===== config.mk =====
export PLATFORM = sky130hd
export DESIGN_NAME = elock_ctrl
export DESIGN_NICKNAME = d
export VERILOG_FILES = /design/src/rtl/elock_ctrl.sv
export SDC_FILE = /design/constraint.sdc
export NUM_CORES = 1
export LEC_CHECK = 0
export ABC_AREA = 1
export CORE_MARGIN = 2
export CORE_UTILIZATION = 52
export CTS_CLUSTER_DIAMETER = 150
export DETAILED_ROUTE_END_ITERATION = 10
export PLACE_DENSITY = 0.71
export SLEW_MARGIN = 10
export SYNTH_ARGS = -nofsm -noshare
export SYNTH_HDL_FRONTEND = slang
export SYNTH_SLANG_ARGS = --single-unit

===== constraint.sdc =====
create_clock -name clk0_i -period 4.43 [get_ports clk0_i]
set_clock_uncertainty 0.1 [all_clocks]
set_input_delay 1.1075 -clock clk0_i [delete_from_list [all_inputs] [get_ports clk0_i]]
set_output_delay 1.1075 -clock clk0_i [all_outputs]
set_load 0.01 [all_outputs]

===== src/rtl/elock_ctrl.sv =====
// Multi-digit code lock: digit-by-digit entry, code check, failure counting with timed lockout,
// and code rewrite while open. All outputs registered; checks resolve in one cycle.
module elock_ctrl #(
  parameter int unsigned                   DIGITS       = 4,
  parameter int unsigned                   DIGIT_W      = 4,
  parameter logic [DIGITS*DIGIT_W-1:0]     DEFAULT_CODE = '0,
  parameter int unsigned                   MAX_FAIL     = 3,
  parameter int unsigned                   LOCK_CYCLES  = 1000
) (
  input  logic                             clk0_i,
  input  logic                             reset_i,
  input  logic [DIGIT_W-1:0]               key_val_i,
  input  logic                             key_stb_i,
  input  logic                             enter_i,
  input  logic                             clear_i,
  input  logic                             set_mode_i,
  input  logic                             lock_i,
  output logic                             succ_o,
  output logic                             defeat_o,
  output logic                             lockout_o,
  output logic                             set_done_o,
  output logic                             set_err_o,
  output logic [$clog2(MAX_FAIL+1)-1:0]    fail_cnt_o
);

  localparam int unsigned CODE_W = DIGITS * DIGIT_W;
  localparam int unsigned CW     = $clog2(DIGITS + 1);
  localparam int unsigned FW     = $clog2(MAX_FAIL + 1);
  localparam int unsigned TW     = $clog2(LOCK_CYCLES + 1);

  typedef enum logic [2:0] {
    S_IDLE,
    S_ENTRY,
    S_OPEN,
    S_SET_ENTRY,
    S_LOCKOUT
  } state_t;

  state_t              state_q, state_d;
  logic [CODE_W-1:0]   code_q, code_d;
  logic [CODE_W-1:0]   buf_q, buf_d;
  logic [CW-1:0]       cnt_q, cnt_d;
  logic                ovf_q, ovf_d;
  logic [FW-1:0]       fail_q, fail_d;
  logic [TW-1:0]       timer_q, timer_d;
  logic                succ_q, defeat_q, lockout_q, set_done_q, set_err_q;
  logic                defeat_d, set_done_d, set_err_d;
  logic                clear_buf, append;
  logic                full, match;

  assign full  = (cnt_q == CW'(DIGITS));
  assign match = full && !ovf_q && (buf_q == code_q);

  always_comb begin
    state_d    = state_q;
    code_d     = code_q;
    buf_d      = buf_q;
    cnt_d      = cnt_q;
    ovf_d      = ovf_q;
    fail_d     = fail_q;
    timer_d    = timer_q;
    defeat_d   = 1'b0;
    set_done_d = 1'b0;
    set_err_d  = 1'b0;
    clear_buf  = 1'b0;
    append     = 1'b0;

    case (state_q)
      S_IDLE, S_ENTRY: begin
        if (clear_i) begin
          state_d   = S_IDLE;
          clear_buf = 1'b1;
        end else if (enter_i) begin
          clear_buf = 1'b1;
          if (match) begin
            state_d = S_OPEN;
            fail_d  = '0;
          end else begin
            defeat_d = 1'b1;
            fail_d   = fail_q + 1'b1;
            if (fail_q + 1'b1 == FW'(MAX_FAIL)) begin
              state_d = S_LOCKOUT;
              timer_d = TW'(LOCK_CYCLES);
            end else begin
              state_d = S_IDLE;
            end
          end
        end else if (key_stb_i) begin
          append  = 1'b1;
          state_d = S_ENTRY;
        end
      end
      S_OPEN: begin
        if (lock_i) begin
          state_d = S_IDLE;
        end else if (set_mode_i) begin
          state_d   = S_SET_ENTRY;
          clear_buf = 1'b1;
        end
      end
      S_SET_ENTRY: begin
        // Relock wins over everything so a half-typed code can always be abandoned silently.
        if (lock_i) begin
          state_d   = S_IDLE;
          clear_buf = 1'b1;
        end else if (clear_i) begin
          state_d   = S_OPEN;
          set_err_d = 1'b1;
          clear_buf = 1'b1;
        end else if (enter_i) begin
          state_d   = S_OPEN;
          clear_buf = 1'b1;
          if (full && !ovf_q) begin
            code_d     = buf_q;
            set_done_d = 1'b1;
          end else begin
            set_err_d = 1'b1;
          end
        end else if (key_stb_i) begin
          append = 1'b1;
        end
      end
      S_LOCKOUT: begin
        if (timer_q <= TW'(1)) begin
          state_d = S_IDLE;
          fail_d  = '0;
          timer_d = '0;
        end else begin
          timer_d = timer_q - 1'b1;
        end
      end
      default: begin
        state_d   = S_IDLE;
        clear_buf = 1'b1;
      end
    endcase

    if (clear_buf) begin
      buf_d = '0;
      cnt_d = '0;
      ovf_d = 1'b0;
    end else if (append) begin
      if (full) begin
        ovf_d = 1'b1;
      end else begin
        for (int i = 0; i < int'(DIGITS); i++) begin
          if (cnt_q == CW'(i)) buf_d[i*DIGIT_W +: DIGIT_W] = key_val_i;
        end
        cnt_d = cnt_q + 1'b1;
      end
    end
  end

  always_ff @(posedge clk0_i or posedge reset_i) begin
    if (reset_i) begin
      state_q    <= S_IDLE;
      code_q     <= DEFAULT_CODE;
      buf_q      <= '0;
      cnt_q      <= '0;
      ovf_q      <= 1'b0;
      fail_q     <= '0;
      timer_q    <= '0;
      succ_q     <= 1'b0;
      defeat_q   <= 1'b0;
      lockout_q  <= 1'b0;
      set_done_q <= 1'b0;
      set_err_q  <= 1'b0;
    end else begin
      state_q    <= state_d;
      code_q     <= code_d;
      buf_q      <= buf_d;
      cnt_q      <= cnt_d;
      ovf_q      <= ovf_d;
      fail_q     <= fail_d;
      timer_q    <= timer_d;
      succ_q     <= (state_d == S_OPEN) || (state_d == S_SET_ENTRY);
      defeat_q   <= defeat_d;
      lockout_q  <= (state_d == S_LOCKOUT);
      set_done_q <= set_done_d;
      set_err_q  <= set_err_d;
    end
  end

  assign succ_o     = succ_q;
  assign defeat_o   = defeat_q;
  assign lockout_o  = lockout_q;
  assign set_done_o = set_done_q;
  assign set_err_o  = set_err_q;
  assign fail_cnt_o = fail_q;

endmodule

==> impl_metrics.csv <==
group,metric,value,unit
run_status,status,"complete, no violations",
min_path,hp-start,"code_q[8]$_DFFE_PP0P_",
placement,routabilityCongestion,0.810,
global_routing,grt_usage,19.4,%
cts,cts-root-buf,"clkbuf_8",
drt,ant_nets,0,
cts,cts_made_buffers,5,
global_routing,grt_util_met2,29.0,%
setup_path,r2r_start,"cnt_q[0]$_DFFE_PP0P_",
logic_synthesis,synth_area_per_cell,7.59,µm²
pwr,irDropWorstVdd,0.278,mV
global_routing,grt_max_degree,32,
drt,route.detailed.drc,0,
drt,viasPerCell,4.94,
cells_and_area,drive_gt1_share,8.39,%
drt,wirelength,5470,µm
sta,drv_slew,0,
logic_synthesis,ys_async_sr_fraction,100,%
setup_path,required,4.56,ns
cts,cts_tree,"done",
drt,post_drt_wl_per_cell,11.2,µm
setup_path,cp_top_family,"buffers and inverters",
cells_and_area,area_growth,11.5,%
cells_and_area,diodes,0,
cts,postCtsSetupRepairBufs,0,
placement,dpl.hpwl,4010,µm
floorplan,die_area,0.00640,mm²
setup_path,start_kind,"primary input",
sta,fmaxAchievable,388,MHz
floorplan,fp.dieW,80.0,µm
cells_and_area,multi_input_area,0.00134,mm²
cells_and_area,fillCellCount,519,
logic_synthesis,synthesis.area,0.00301,mm²
floorplan,coreArea,0.00554,mm²
cts,clkLatencyLatePin,0.32,ns
floorplan,io_pins,18,
cells_and_area,final_common_cell,"nand2_1",
setup_path,path_cells,"clkdlybuf4s50_1 -> nor2_2 -> nand2_1 -> a211oi_2 -> o21ai_2 -> clkinv_4 -> nand2_1 -> o21ai_0",
setup_path,crit_path_top_delay_cell,"clkdlybuf4s50_1",
global_routing,grt_use_met3,3.85,%
sta,maxSlewHeadroom,63.8,%
cells_and_area,fin_cells,489,
min_path,hp-class,"reg -> reg",
setup_path,critical-path-max-stage-delay,0.49,ns
setup_path,critPathBufInv,2,
sta,fin_setup_tns,0,ns
sta,setup_violations,0,
floorplan,num_rows,27,
cts,clkTransAtPathRegs,0.09,ns
cts,htreeDepth,2,
global_routing,overflow,0,
cells_and_area,layout_common_cells,"nand2_1 (133), dfrtp_1 (56), inv_1 (53)",
cts,clock-sinks,56,
pwr,p_leak,1.72,nW
setup_path,critPathLaunch,"clear_i",
setup_path,arrival,2.71,ns
flow_run,drv_cap,0,
setup_path,cp_max_fo,26,
sta,layout_min_cycle_time,2.58,ns
cts,cts_resized,0,
sta,rsz0062_at_grt,"false",
global_routing,grt_pass1_wl,9660,µm
floorplan,die_y,80.0,µm
drt,vias,2417,
setup_path,path_class,"in -> reg",
cts,cts_buffer_depth,2,
drt,drt_iter0_drc,91,
global_routing,grt.busiest_layer,"met2",
sta,hold_violations,0,
pwr,power.density,470,mW/mm²
setup_path,cp-end-kind,"flip-flop",
cts,ctsHoldBuffers,0,
sta,worst_slew_pin_slew,0.543,ns
sta,fin_crit_sh,58.2,%
logic_synthesis,synthCells,396,
cells_and_area,fin_nets,435,
setup_path,crit_path_frequent_cell,"nand2_1",
placement,placed_cells,481,
global_routing,antenna_found_initial,0,
global_routing,first_global_vias,2127,
logic_synthesis,synth_cell_types,32,
drt,drt_first_pass_iters,4,
placement,port_buffers,17,
logic_synthesis,synth_seq_cells,56,
global_routing,gr-usage-met1,28.2,%
logic_synthesis,ys_seq_area_share,46.6,%
floorplan,start_util,54.2,%
logic_synthesis,syn_nets,415,
logic_synthesis,ys_warn_count,0,
logic_synthesis,synth-edff-count,0,
cells_and_area,seqCellArea,0.00140,mm²
logic_synthesis,synthFlopType,"dfrtp_1",
[layout make-up]
type | instances | share of cell area (%)
timing repair buffer | 19 | 5.53
clock inverter | 3 | 1.27
multi-input combinational | 275 | 39.9
tap | 72 | 2.69
sequential | 56 | 41.8
clock buffer | 5 | 2.05
inverter | 59 | 6.76
[worst min-delay path: stages (launching register included)]
cell and delay [ns]:
dfrtp_1 0.37, nand2_1 0.06, nand2_1 0.05
[synthesized netlist by cell type, drive strengths merged, types with 2 or more instances]
cell type | n | area [µm²]
a211oi | 2 | 20.0
a21oi | 2 | 13.8
buf | 5 | 37.5
dfrtp | 56 | 1400
ha | 8 | 100
inv | 58 | 218
nand2 | 138 | 531
nand3 | 31 | 173
nand4 | 11 | 75.1
nor2 | 36 | 148
nor3 | 3 | 20.0
o21ai | 33 | 169
or2 | 2 | 12.5
xor2 | 5 | 43.8
[stage by stage]
step | utilization, % | hold slack [ns] | cell area, µm² | total power [mW] | setup slack, ns
2_1_floorplan | - | 0.361 | 3010 | 1.12 | 1.85
3_3_place_gp | 58.5 | 0.382 | 3240 | 1.25 | 1.57
4_1_cts | 60.5 | 0.406 | 3350 | 1.59 | 1.86
6_report | 60.5 | 0.405 | 3350 | 1.58 | 1.85
3_5_place_dp | 58.5 | 0.383 | 3240 | 1.25 | 1.53
5_1_grt | 60.5 | 0.421 | 3350 | 1.70 | 1.68
[state kept, by name, summed over array words and instances (netlist names)]
signal and cells:
cnt_q 3, code_q 16, set_done_o 1, buf_q 16
timer_q 10, ovf_q 1, defeat_o 1, lockout_o 1
fail_cnt_o 2, succ_o 1, set_err_o 1, state_q 3
[kinds of logic (layout without fill, tap and decap cells)]
| group | Yosys count | in the layout | synth area share, % |
|---|---|---|---|
| XOR/XNOR | 6 | 6 | 1.75 |
| buffers and inverters | 65 | 86 | 8.91 |
| adder cells (fa/ha/maj) | 8 | 8 | 3.33 |
| flip-flops | 56 | 56 | 46.6 |
| AO/OA/AOI/OAI | 38 | 38 | 7.04 |
| AND/OR/NAND/NOR | 223 | 223 | 32.3 |
[path summary, 6_finish.rpt]
kind	to	slack (ns)	cells after the start
min in group asynchronous	code_q[5]$_DFFE_PP0P_	1.04	2
min reg2reg	code_q[8]$_DFFE_PP0P_	0.40	2
max reg2reg	code_q[10]$_DFFE_PP0P_	2.48	10
max	buf_q[9]$_DFFE_PP0P_	1.85	8
min	code_q[8]$_DFFE_PP0P_	0.40	2
max in group asynchronous	code_q[3]$_DFFE_PP0P_	2.37	3
[power by group]
part	total [mW]	internal, mW	switching [mW]
combinational	0.565	0.202	0.363
clock	0.338	0.168	0.171
sequential	0.672	0.596	0.0760
[routing by layer]
metal | vias up | routed length (µm)
met5 | - | 0
met4 | 0 | 88
met3 | 7 | 115
met2 | 19 | 2340
met1 | 1115 | 2920
li1 | 1276 | -
Note: power is estimated with default switching activity, not from simulation.
